<file path="src/rtl/irq_ctrl.sv">
// irq_ctrl: memory-mapped interrupt controller on the RIB bus.
// Latches NUM_SRC interrupt lines through a per-source edge/level gateway,
// masks them with a per-source enable, and offers a fixed-priority
// claim/complete protocol. Source i has ID i+1; ID 0 means "none".
// Register map (addr_i[7:2]): 0 PENDING, 1 ENABLE, 2 EDGE, 3 CLAIM/COMPLETE,
// 4 IN_SERVICE; anything else reads 0 and ignores writes.
module irq_ctrl #(
   parameter int NUM_SRC = 8
) (
   input  logic               clk_i,
   input  logic               rst_i,
   input  logic               req_i,
   input  logic               we_i,
   input  logic [31:0]        addr_i,
   input  logic [31:0]        data_i,
   output logic [31:0]        data_o,
   output logic               ready_o,
   input  logic [NUM_SRC-1:0] src_i,
   output logic               irq_o
);

   typedef enum logic {
      ST_IDLE = 1'b0,
      ST_RESP = 1'b1
   } state_t;

   localparam logic [5:0] IDX_PENDING = 6'h00;
   localparam logic [5:0] IDX_ENABLE  = 6'h01;
   localparam logic [5:0] IDX_EDGE    = 6'h02;
   localparam logic [5:0] IDX_CLAIM   = 6'h03;
   localparam logic [5:0] IDX_INSVC   = 6'h04;
   localparam int         PAD_W       = 32 - NUM_SRC;

   // Architectural state
   state_t             r_state;
   logic [NUM_SRC-1:0] r_pending;
   logic [NUM_SRC-1:0] r_enable;
   logic [NUM_SRC-1:0] r_edge;
   logic [NUM_SRC-1:0] r_in_service;
   logic [NUM_SRC-1:0] r_src_q;
   logic [31:0]        r_data;
   logic               r_ready;
   logic               r_irq;

   // Combinational next-state and decode
   state_t             w_state_next;
   logic               w_access;
   logic               w_rd;
   logic               w_wr;
   logic [5:0]         w_reg_idx;
   logic               w_claim_rd;
   logic               w_complete_wr;
   logic [4:0]         w_claim_id;
   logic [31:0]        w_rd_data;
   logic [NUM_SRC-1:0] w_eligible;
   logic [NUM_SRC-1:0] w_gw_set;
   logic [NUM_SRC-1:0] w_claim_clr;
   logic [NUM_SRC-1:0] w_complete_clr;
   logic [NUM_SRC-1:0] w_pending_next;
   logic [NUM_SRC-1:0] w_enable_next;
   logic [NUM_SRC-1:0] w_edge_next;
   logic [NUM_SRC-1:0] w_in_service_next;
   logic               w_irq_next;

   // Address bits outside [7:2] and the high data bits are deliberately ignored.
   logic w_unused_ok;
   assign w_unused_ok = &{1'b0, addr_i[31:8], addr_i[1:0], data_i};

   assign w_reg_idx     = addr_i[7:2];
   assign w_rd          = w_access & ~we_i;
   assign w_wr          = w_access &  we_i;
   assign w_claim_rd    = w_rd & (w_reg_idx == IDX_CLAIM);
   assign w_complete_wr = w_wr & (w_reg_idx == IDX_CLAIM);
   assign w_eligible    = r_pending & r_enable & ~r_in_service;

   // Bus FSM state register
   always_ff @(posedge clk_i) begin
      if (rst_i) begin
         r_state <= ST_IDLE;
      end else begin
         r_state <= w_state_next;
      end
   end

   // Bus FSM next state: accept a request in IDLE, spend one cycle in RESP
   always_comb begin
      w_state_next = r_state;
      w_access     = 1'b0;
      case (r_state)
         ST_IDLE: begin
            if (req_i) begin
               w_access     = 1'b1;
               w_state_next = ST_RESP;
            end
         end
         ST_RESP: begin
            w_state_next = ST_IDLE;
         end
      endcase
   end

   // Fixed priority: the lowest-index eligible source wins the claim
   always_comb begin
      w_claim_id = '0;
      for (int i = NUM_SRC - 1; i >= 0; i--) begin
         if (w_eligible[i]) begin
            w_claim_id = 5'(i + 1);
         end
      end
   end

   // Per-source gateway plus claim/complete one-hot decode
   for (genvar gi = 0; gi < NUM_SRC; gi++) begin : g_src
      localparam logic [4:0] SRC_ID = 5'(gi + 1);

      // Edge mode fires on 0->1; level mode fires while high and not in service.
      assign w_gw_set[gi] = r_edge[gi] ? (src_i[gi] & ~r_src_q[gi])
                                       : (src_i[gi] & ~r_in_service[gi]);
      // ID 0 never matches, so an empty claim touches nothing.
      assign w_claim_clr[gi] = w_claim_rd & (w_claim_id == SRC_ID);
      // Out-of-range IDs match no source; clearing an idle bit is a no-op.
      assign w_complete_clr[gi] = w_complete_wr & (data_i[4:0] == SRC_ID);
   end

   // A gateway set in the claim cycle outranks the claim clear.
   assign w_pending_next    = (r_pending & ~w_claim_clr) | w_gw_set;
   assign w_in_service_next = (r_in_service | w_claim_clr) & ~w_complete_clr;
   assign w_enable_next     = (w_wr && w_reg_idx == IDX_ENABLE) ? data_i[NUM_SRC-1:0] : r_enable;
   assign w_edge_next       = (w_wr && w_reg_idx == IDX_EDGE)   ? data_i[NUM_SRC-1:0] : r_edge;
   assign w_irq_next        = |(w_pending_next & w_enable_next & ~w_in_service_next);

   // Read multiplexer; narrow registers are zero-extended to 32 bits
   always_comb begin
      w_rd_data = '0;
      case (w_reg_idx)
         IDX_PENDING: w_rd_data = {{PAD_W{1'b0}}, r_pending};
         IDX_ENABLE:  w_rd_data = {{PAD_W{1'b0}}, r_enable};
         IDX_EDGE:    w_rd_data = {{PAD_W{1'b0}}, r_edge};
         IDX_CLAIM:   w_rd_data = {27'd0, w_claim_id};
         IDX_INSVC:   w_rd_data = {{PAD_W{1'b0}}, r_in_service};
         default:     w_rd_data = '0;
      endcase
   end

   // Interrupt state, response registers and registered irq
   always_ff @(posedge clk_i) begin
      if (rst_i) begin
         r_pending    <= '0;
         r_enable     <= '0;
         r_edge       <= '0;
         r_in_service <= '0;
         r_src_q      <= '0;
         r_data       <= '0;
         r_ready      <= 1'b0;
         r_irq        <= 1'b0;
      end else begin
         r_pending    <= w_pending_next;
         r_enable     <= w_enable_next;
         r_edge       <= w_edge_next;
         r_in_service <= w_in_service_next;
         r_src_q      <= src_i;
         r_ready      <= w_access;
         r_irq        <= w_irq_next;
         if (w_rd) begin
            r_data <= w_rd_data;
         end
      end
   end

   assign data_o  = r_data;
   assign ready_o = r_ready;
   assign irq_o   = r_irq;

endmodule

</file>
<file path="config.mk">
export PLATFORM = sky130hd
export DESIGN_NAME = irq_ctrl
export DESIGN_NICKNAME = d
export VERILOG_FILES = /design/src/rtl/irq_ctrl.sv
export SDC_FILE = /design/constraint.sdc
export NUM_CORES = 1
export LEC_CHECK = 0
export CAP_MARGIN = 20
export CORE_MARGIN = 1
export CORE_UTILIZATION = 46
export DETAILED_ROUTE_END_ITERATION = 10
export PLACE_DENSITY = 0.85
export SLEW_MARGIN = 20
export SYNTH_ARGS = -nofsm -noshare
export SYNTH_HDL_FRONTEND = slang
export SYNTH_SLANG_ARGS = --single-unit
</file>
<file path="constraint.sdc">
create_clock -name clk_i -period 5.3 [get_ports clk_i]
set_input_delay 0.53 -clock clk_i [delete_from_list [all_inputs] [get_ports clk_i]]
set_output_delay 0.53 -clock clk_i [all_outputs]
set_load 0.03 [all_outputs]
</file>
-- Word-level counts from Yosys, hierarchy flattened
Index checks and enable logic that the tools add are counted.
W data, S select, Z words.
- word-level logic and storage cells: 120
- input port bits: 76
- output and inout bits: 34
- bits in registers: 75
- reduce and logical (&&, ||, !) cells: 4
- equal/unequal tests: 20
- bitwise operators: 66
- multiplexer cells: 21
- operators with widths (cell ; count):
    $and A8 B8 Y8 ; 6
    $eq A5 B3 Y1 const B ; 8
    $pmux W8 S5 ; 1
    $and A1 B1 Y1 ; 36
    $mux W5 ; 7
    $not A8 Y8 ; 4
    $eq A5 B2 Y1 const B ; 4
    $not A1 Y1 ; 18
    $or A8 B8 Y8 ; 2
    $eq A6 B2 Y1 const B ; 2
    $eq A5 B1 Y1 const B ; 2
    $eq A5 B4 Y1 const B ; 2
    $mux W1 ; 10
    $mux W8 ; 1
    $reduce_or A8 Y1 ; 1
    $eq A6 B1 Y1 const B ; 1
    $eq A6 B3 Y1 const B ; 1
    $logic_not A6 Y1 ; 1
    $mux W4 ; 1
    $logic_and A1 B1 Y1 ; 2
    $pmux W1 S2 ; 1

-- Longest topological paths before layout
Gate-level depths: netlist of the first run.
- depth after elaboration: 18
- mapped depth: 7
- gate-level depth less buffers: 6

-- Worst setup path after synthesis of the first run
No wires, ideal clock.
- path kind: input -> register
- start point: in addr_i[4]
- end point: reg r_irq (netlist: irq_o)
- path slack: 2891 ps
- arrival: 2271 ps
- stages on the path: 6
- required time: 5162 ps
- setup time: 138 ps
- buffers on the path: 0
- path through: or4_4 > nor3_4 > mux2_2 > o211a_1 > a211oi_1 > a41oi_2
- word-level cells in the longest chain between the ends: 9
- elaborated cells on any way between the ends: 32
- classes of those cells: eq/ne: 2; mux: 1; bitwise: 27; reduce/logical: 2
- RTL lines (element ; RTL line ; text):
    from (decl) ; 14 ; input logic [31:0] addr_i,
    $eq A6 B2 Y1 ; 72, 73 ;
    $and A1 B1 Y1 ; 72 ; assign w_claim_rd = w_rd & (w_reg_idx == IDX_CLAIM);
    $and A1 B1 Y1 ; 120 ; assign w_claim_clr[gi] = w_claim_rd & (w_claim_id == SRC_ID);
    $not A8 Y8 ; 126 ; assign w_pending_next = (r_pending & ~w_claim_clr) | w_gw_set;
    $and A8 B8 Y8 ; 126 ;
    $or A8 B8 Y8 ; 126 ;
    $and A8 B8 Y8 ; 130 ; assign w_irq_next = |(w_pending_next & w_enable_next & ~w_in_service_next);
    $and A8 B8 Y8 * ; 130 ;
    $reduce_or A8 Y1 * ; 130 ;
    to (signal assigned) ; 163 ; r_irq <= w_irq_next;
    to (decl) ; 43 ; logic r_irq;
Every way passes the cells marked *; elsewhere a longest branch is shown, timed or not.
A chain may end at the register's enable or synchronous reset.

-- Worst setup path in the final report of the first run
Ends and elaborated chain as after synthesis.

==> results of run 1 <==
[through the flow]
stage	worst slack (ns)	util	total power (W)	instances	cell area (sq um)
finish	2.27	0.554	0.000697	411	3070
global route	2.18	0.554	0.000731	411	3070
CTS	2.33	0.554	0.000702	411	3070
detailed placement	2.01	0.537	0.000480	403	2980
global placement	2.01	0.537	0.000478	403	2980
floorplan	2.89	-	0.000461	328	2750
[worst register-to-register path, cell delays in order, from the launching register on]
cell	delay, ns
dfxtp_1	0.34
nor3b_1	0.39
nand4_1	0.37
a2111oi_0	0.65
o22ai_1	0.22
a32oi_1	0.35
a41oi_2	0.15
[metal layers]
layer  track usage  part of all wire  vias up
met2         0.354              0.46      119
met5             0                 0        -
met4         0.102             0.020        0
met3        0.0430             0.079       21
met1         0.281              0.44     1110
li1              -                 -     1135
[synthesized netlist by cell type, types with 2 or more instances]
| cell | instances | share of area |
|---|---|---|
| nor3_4 | 2 | 0.012 |
| nand4_1 | 3 | 0.0070 |
| nand3b_1 | 10 | 0.028 |
| nand3_1 | 4 | 0.0075 |
| a222oi_1 | 8 | 0.030 |
| inv_1 | 7 | 0.0099 |
| o21ai_0 | 5 | 0.0094 |
| or4_4 | 3 | 0.013 |
| nor2_1 | 34 | 0.048 |
| a21oi_1 | 22 | 0.041 |
| buf_4 | 24 | 0.068 |
| o211a_1 | 2 | 0.0075 |
| nor2b_1 | 13 | 0.031 |
| o31ai_1 | 2 | 0.0056 |
| o211ai_1 | 4 | 0.011 |
| nor3_1 | 5 | 0.0094 |
| nor3b_1 | 2 | 0.0056 |
| o21ai_1 | 2 | 0.0038 |
| a31oi_1 | 3 | 0.0070 |
| o22ai_1 | 4 | 0.0094 |
| clkbuf_1 | 8 | 0.011 |
| and3b_1 | 4 | 0.013 |
| nand2_1 | 26 | 0.037 |
| or4_1 | 2 | 0.0056 |
| mux2_2 | 3 | 0.013 |
| nand2b_1 | 4 | 0.0094 |
| mux2i_1 | 18 | 0.068 |
| and4_1 | 2 | 0.0066 |
| dfxtp_1 | 50 | 0.38 |
| a31o_1 | 2 | 0.0066 |
| a21o_1 | 2 | 0.0056 |
[cell usage in the layout (no fill, tap or decap), types with 8 or more instances in the layout]
cell and count:
nand2_1 26, nor2b_1 13, mux2i_1 18, dfxtp_1 50
clkdlybuf4s50_1 35, a222oi_1 8, nand3b_1 10, nor2_1 34
conb_1 24, a21oi_1 22
[final timing paths]
kind | from | to | slack [ns] | depth (start not counted)
worst min register to register | data_o[1] | data_o[1] | 0.46 | 2
worst max-delay path | addr_i[4] | irq_o | 2.27 | 7
worst min-delay path | data_o[1] | data_o[1] | 0.46 | 2
worst max register to register | r_state | irq_o | 2.69 | 6
[cells by family (layout without fill, tap and decap cells)]
logic type / after synthesis / after routing
flops: 50 / 50
simple gates: 123 / 123
mux: 21 / 21
other cells: 1 / 24
compound gates: 70 / 70
buf+inv: 40 / 51
[sequential cells by signal, summed over array words and instances (netlist names)]
signal and cells:
data_o 8, r_state 1, r_src_q 8, r_edge 8, r_in_service 8, irq_o 1, r_pending 8, r_enable 8
[area by class of cell]
cell class                      count  area share
Sequential cell                    50       0.326
Clock buffer                        7      0.0281
Inverter                            7     0.00856
Timing Repair Buffer               36       0.117
Multi-Input combinational cell    238       0.489
Clock inverter                      1     0.00163
Tap cell                           72      0.0294
[where the power goes]
part,switching (W),internal [W]
logic,0.0000535,0.0000287
clock network,0.000120,0.000105
registers,0.00000606,0.000384
==> flow_summary_export.csv, run 1 <==
group,metric,value,unit
status,status,"completed",
timing,setup_viol,0,
timing,min_period,3.03,ns
clocking,clockBufferDepth,2,
clocking,clock-sinks,50,
routing,drc,0,
global_route,antenna_found_initial,0,
timing,hold-worst-slack,0.463,ns
synthesis,async_reset_ff_frac,0,
timing,clock.fmax,0.330,GHz
setup_path,crit_family,"compound AO/OA/AOI/OAI gates",
timing,worst_clock_skew,0.00381,ns
synthesis,muxShareOfSynthArea,0.0803,
global_route,grt_max_degree,51,
timing,slew_headroom,0.518,
setup_path,path_class,"input port to flop",
synthesis,synth_top_family_by_area,"simple AND/OR/NAND/NOR gates",
finish,drive_above_1_share,0.0678,
finish,ff_latch_area,1000,sq um
power,p_per_area,227,nW/um^2
clocking,clock_latency,0.30,ns
timing,hold_violations,0,
synthesis,synthSimpleGateAreaFrac,0.262,
routing,ant_nets,0,
routing,first_pass_iters,6,
setup_path,critical_path.max_stage_delay,0.65,ns
timing,finalCritPeriodShare,0.572,
synthesis,synth-xor-area-share,0,
synthesis,synth_area,2660,sq um
setup_path,start_kind,"input port",
synthesis,ys.flop_type,"dfxtp_1",
floorplan,io_pins,110,
clocking,clock-root-buffer,"clkbuf_8",
floorplan,die_h,78.1,microns
setup_path,path_buf_inv,1,
floorplan,rows,27,
setup_path,path_cells,"clkdlybuf4s50_1 -> nor4_2 -> nand4_1 -> a2111oi_0 -> o22ai_1 -> a32oi_1 -> a41oi_2",
clocking,post_cts_buffers,0,
setup_path,cp_slowest_cell,"a2111oi_0",
clocking,ctsHoldBuffers,0,
setup_path,cp-end-kind,"flop",
power,p_leak,1.10,nW
clocking,htreeDepth,2,
global_route,grt-ovfl-total,0,
global_route,grt_pass1_wl,10.4,mm
timing,slew_violations,0,
timing,tns,0,ns
global_route,grt_usage,0.219,
synthesis,ys_ff_latch,50,
floorplan,initial_core_util,0.481,
routing,wire_per_inst,15.7,microns
synthesis,synth-compound-area-share,0.187,
clocking,cts_resized,0,
synthesis,ys_seq_area_frac,0.376,
finish,syn2layout_area_growth,15.2,%
synthesis,synth_edf_count,0,
clocking,cts_buffers,5,
synthesis,ys_types,56,
place,portBuffers,35,
synthesis,avgSynthCellArea,8.73,sq um
routing,viasPerCell,5.80,
setup_path,required,5.47,ns
floorplan,die_w,78.1,microns
setup_path,crit_arrival,3.20,ns
timing,grt_setup_unrepaired,"false",
finish,diodes,0,
flow_run,maxCapViolCount,0,
power,vdd.ir_drop.worst,0.000174,V
place,gp_congestion,0.922,
finish,multi_input_area,1500,sq um
place,place_hpwl,4.68,mm
finish,fillers,505,
timing,max_slew.worst_pin.slew,0.718,ns
routing,wl,6.47,mm
synthesis,synth_cells,305,
min_path,hold_path.class,"flop to flop",
finish,fin_nets,414,
clocking,cts_tree,"done",
floorplan,die_area,6100,sq um
clocking,path_clk_slew,0.08,ns
routing,num_vias,2385,
setup_path,critPathMaxFanout,6,
routing,drt-initial-drc-count,253,
floorplan,core,5540,sq um
synthesis,yosys_warnings,0,
synthesis,synthAdderAreaFrac,0,
global_route,grt_pass1_vias,2167,
Power figures use the tool's default switching activity.
==> run 2, diff against run 1 <==
Settings changed: CORE_UTILIZATION 46 to 39, PLACE_DENSITY 0.85 to 0.77.
Clock period 5.3 ns to 2.5 ns, I/O delays scaled along.
==> flow_summary_export.csv, run 2 (synthesis gave the netlist of run 1 again) <==
group,metric,value,unit
status,status,"completed",
setup_path,path_buf_inv,2,
place,portBuffers,35,
setup_path,critPathMaxFanout,5,
clocking,clock_latency,0.31,ns
global_route,grt_pass1_vias,2275,
setup_path,critical_path.max_stage_delay,0.59,ns
finish,fillers,608,
min_path,hold-path-endpoint,"data_o[3]",
global_route,grt_usage,0.194,
timing,slew_headroom,0.331,
finish,drive_above_1_share,0.163,
setup_path,start_kind,"input port",
finish,syn2layout_area_growth,26.0,%
clocking,clock-root-buffer,"clkbuf_8",
power,finalPower,0.00151,W
timing,hold_violations,0,
clocking,cts_tree,"done",
place,gp_congestion,0.954,
timing,finalCritPeriodShare,0.975,
clocking,clockBufferDepth,2,
clocking,cts_buffers,5,
min_path,hold_path.class,"flop to flop",
setup_path,required,2.65,ns
routing,first_pass_iters,8,
routing,drc,0,
finish,final_cell_mix,"50 x dfxtp_1, 35 x buf_4, 34 x nor2_1, 34 x clkdlybuf4s50_1, 26 x nand2_1",
floorplan,die_w,84.6,microns
setup_path,cp-end-kind,"flop",
place,place_hpwl,5.01,mm
timing,grt_setup_unrepaired,"false",
timing,clock.fmax,0.410,GHz
global_route,antenna_found_initial,0,
floorplan,core,6460,sq um
setup_path,crit_family,"simple AND/OR/NAND/NOR gates",
setup_path,cp_slowest_cell,"or4_4",
floorplan,die_area,7160,sq um
min_path,hp-start,"data_o[3]",
flow_run,maxCapViolCount,0,
setup_path,path_class,"input port to flop",
timing,min_period,2.44,ns
min_path,hold_depth,2,
setup_path,crit-reg2reg-launch,"r_in_service[1]",
floorplan,initial_core_util,0.412,
power,vdd.ir_drop.worst,0.000256,V
floorplan,rows,29,
routing,wl,6.75,mm
routing,ant_nets,0,
timing,tns,0,ns
global_route,grt-ovfl-total,0,
timing,setup_viol,0,
power,p_leak,1.26,nW
floorplan,die_h,84.6,microns
timing,worst_clock_skew,0.00823,ns
routing,num_vias,2536,
setup_path,rr_endpoint,"irq_o",
routing,wire_per_inst,15.0,microns
setup_path,regToRegSetupSlack,0.10,ns
clocking,path_clk_slew,0.10,ns
setup_path,path_cells,"clkdlybuf4s50_1 -> or4_4 -> nor3_4 -> buf_4 -> mux2_2 -> o211a_1 -> a211oi_1 -> a41oi_2",
setup_path,crit_arrival,2.58,ns
routing,viasPerCell,5.62,
floorplan,io_pins,110,
clocking,ctsHoldBuffers,0,
power,p_per_area,449,nW/um^2
finish,fin_nets,449,
finish,mostFrequentLayoutCell,"dfxtp_1",
finish,diodes,0,
setup_path,rr_worst_depth,6,
routing,drt-initial-drc-count,236,
timing,max_slew.worst_pin.slew,1.00,ns
clocking,htreeDepth,2,
timing,slew_violations,0,
clocking,clock-sinks,50,
global_route,grt_pass1_wl,11.0,mm
global_route,grt_max_degree,51,
[run 2: changes by cell type in the layout (fill, tap and decap cells not counted), sizes merged]
cell / delta
clkdlybuf4s50: -1
clkinvlp: +1
buf: +35
clkbuf: -1
inv: +1
[run 2: how the worst max path moves through the flow]
stage,startpoint,to,slack [ns],cells past startpoint
global route,addr_i[4],irq_o,0.01,8
CTS,addr_i[4],irq_o,0.001,7
floorplan,addr_i[4],irq_o,0.37,6
detailed placement,addr_i[4],irq_o,-0.31,7
global placement,addr_i[4],irq_o,-0.30,7
finish,addr_i[4],irq_o,0.06,8
[run 2: report_power, final]
group	internal [W]	leakage [nW]	switching, W	total (W)
clock network	0.000202	0.0447	0.000286	0.000489
registers	0.000814	0.408	0.0000125	0.000826
logic	0.0000731	0.811	0.000118	0.000191
total	0.00109	1.26	0.000417	0.00151
[run 2: area by class of cell]
class | count | area, sq um | share of cell area
clock inverter | 3 | 25.0 | 0.00746
timing repair buffer | 71 | 628 | 0.187
sequential | 50 | 1000 | 0.298
inverter | 7 | 26.3 | 0.00783
clock buffer | 5 | 68.8 | 0.0205
tap | 77 | 96.3 | 0.0287
multi-input combinational | 238 | 1510 | 0.450
[run 2: worst register-to-register path: cells and delay by family (launching register included)]
| family | cells | cell delay [ns] |
|---|---|---|
| compound gates | 4 | 0.99 |
| simple gates | 2 | 0.83 |
| flops | 1 | 0.41 |
[run 2: timing repair]
action | 4_1_cts | 5_1_grt
resized for setup | 0 | 2
setup buffers | 0 | 2
hold endpoints to repair | 0 | 0
setup endpoints to repair | 0 | 1
[run 2: metrics by stage]
stage	cell area (sq um)	util	instances	setup slack (ns)	hold WS [ns]
2_1_floorplan	2750	-	328	0.371	0.378
6_report	3360	0.520	451	0.0632	0.460
5_1_grt	3360	0.520	451	0.0102	0.481
3_3_place_gp	3240	0.501	441	-0.300	0.444
4_1_cts	3330	0.516	449	0.00101	0.464
3_5_place_dp	3240	0.501	441	-0.314	0.449
[run 2: metal layers]
layer	track usage	vias up	wire length [microns]	share of wire
met3	0.0393	26	579	0.086
li1	-	1207	-	-
met1	0.246	1160	2800	0.41
met5	0	-	0	0
met4	0.0847	0	231	0.034
met2	0.321	143	3140	0.47
==> run 3, diff against run 2 <==
Settings changed: GPL_TIMING_DRIVEN from default to 1.
==> results of run 3 <==
Final layout, timing and power as in run 2 (identical DEF).
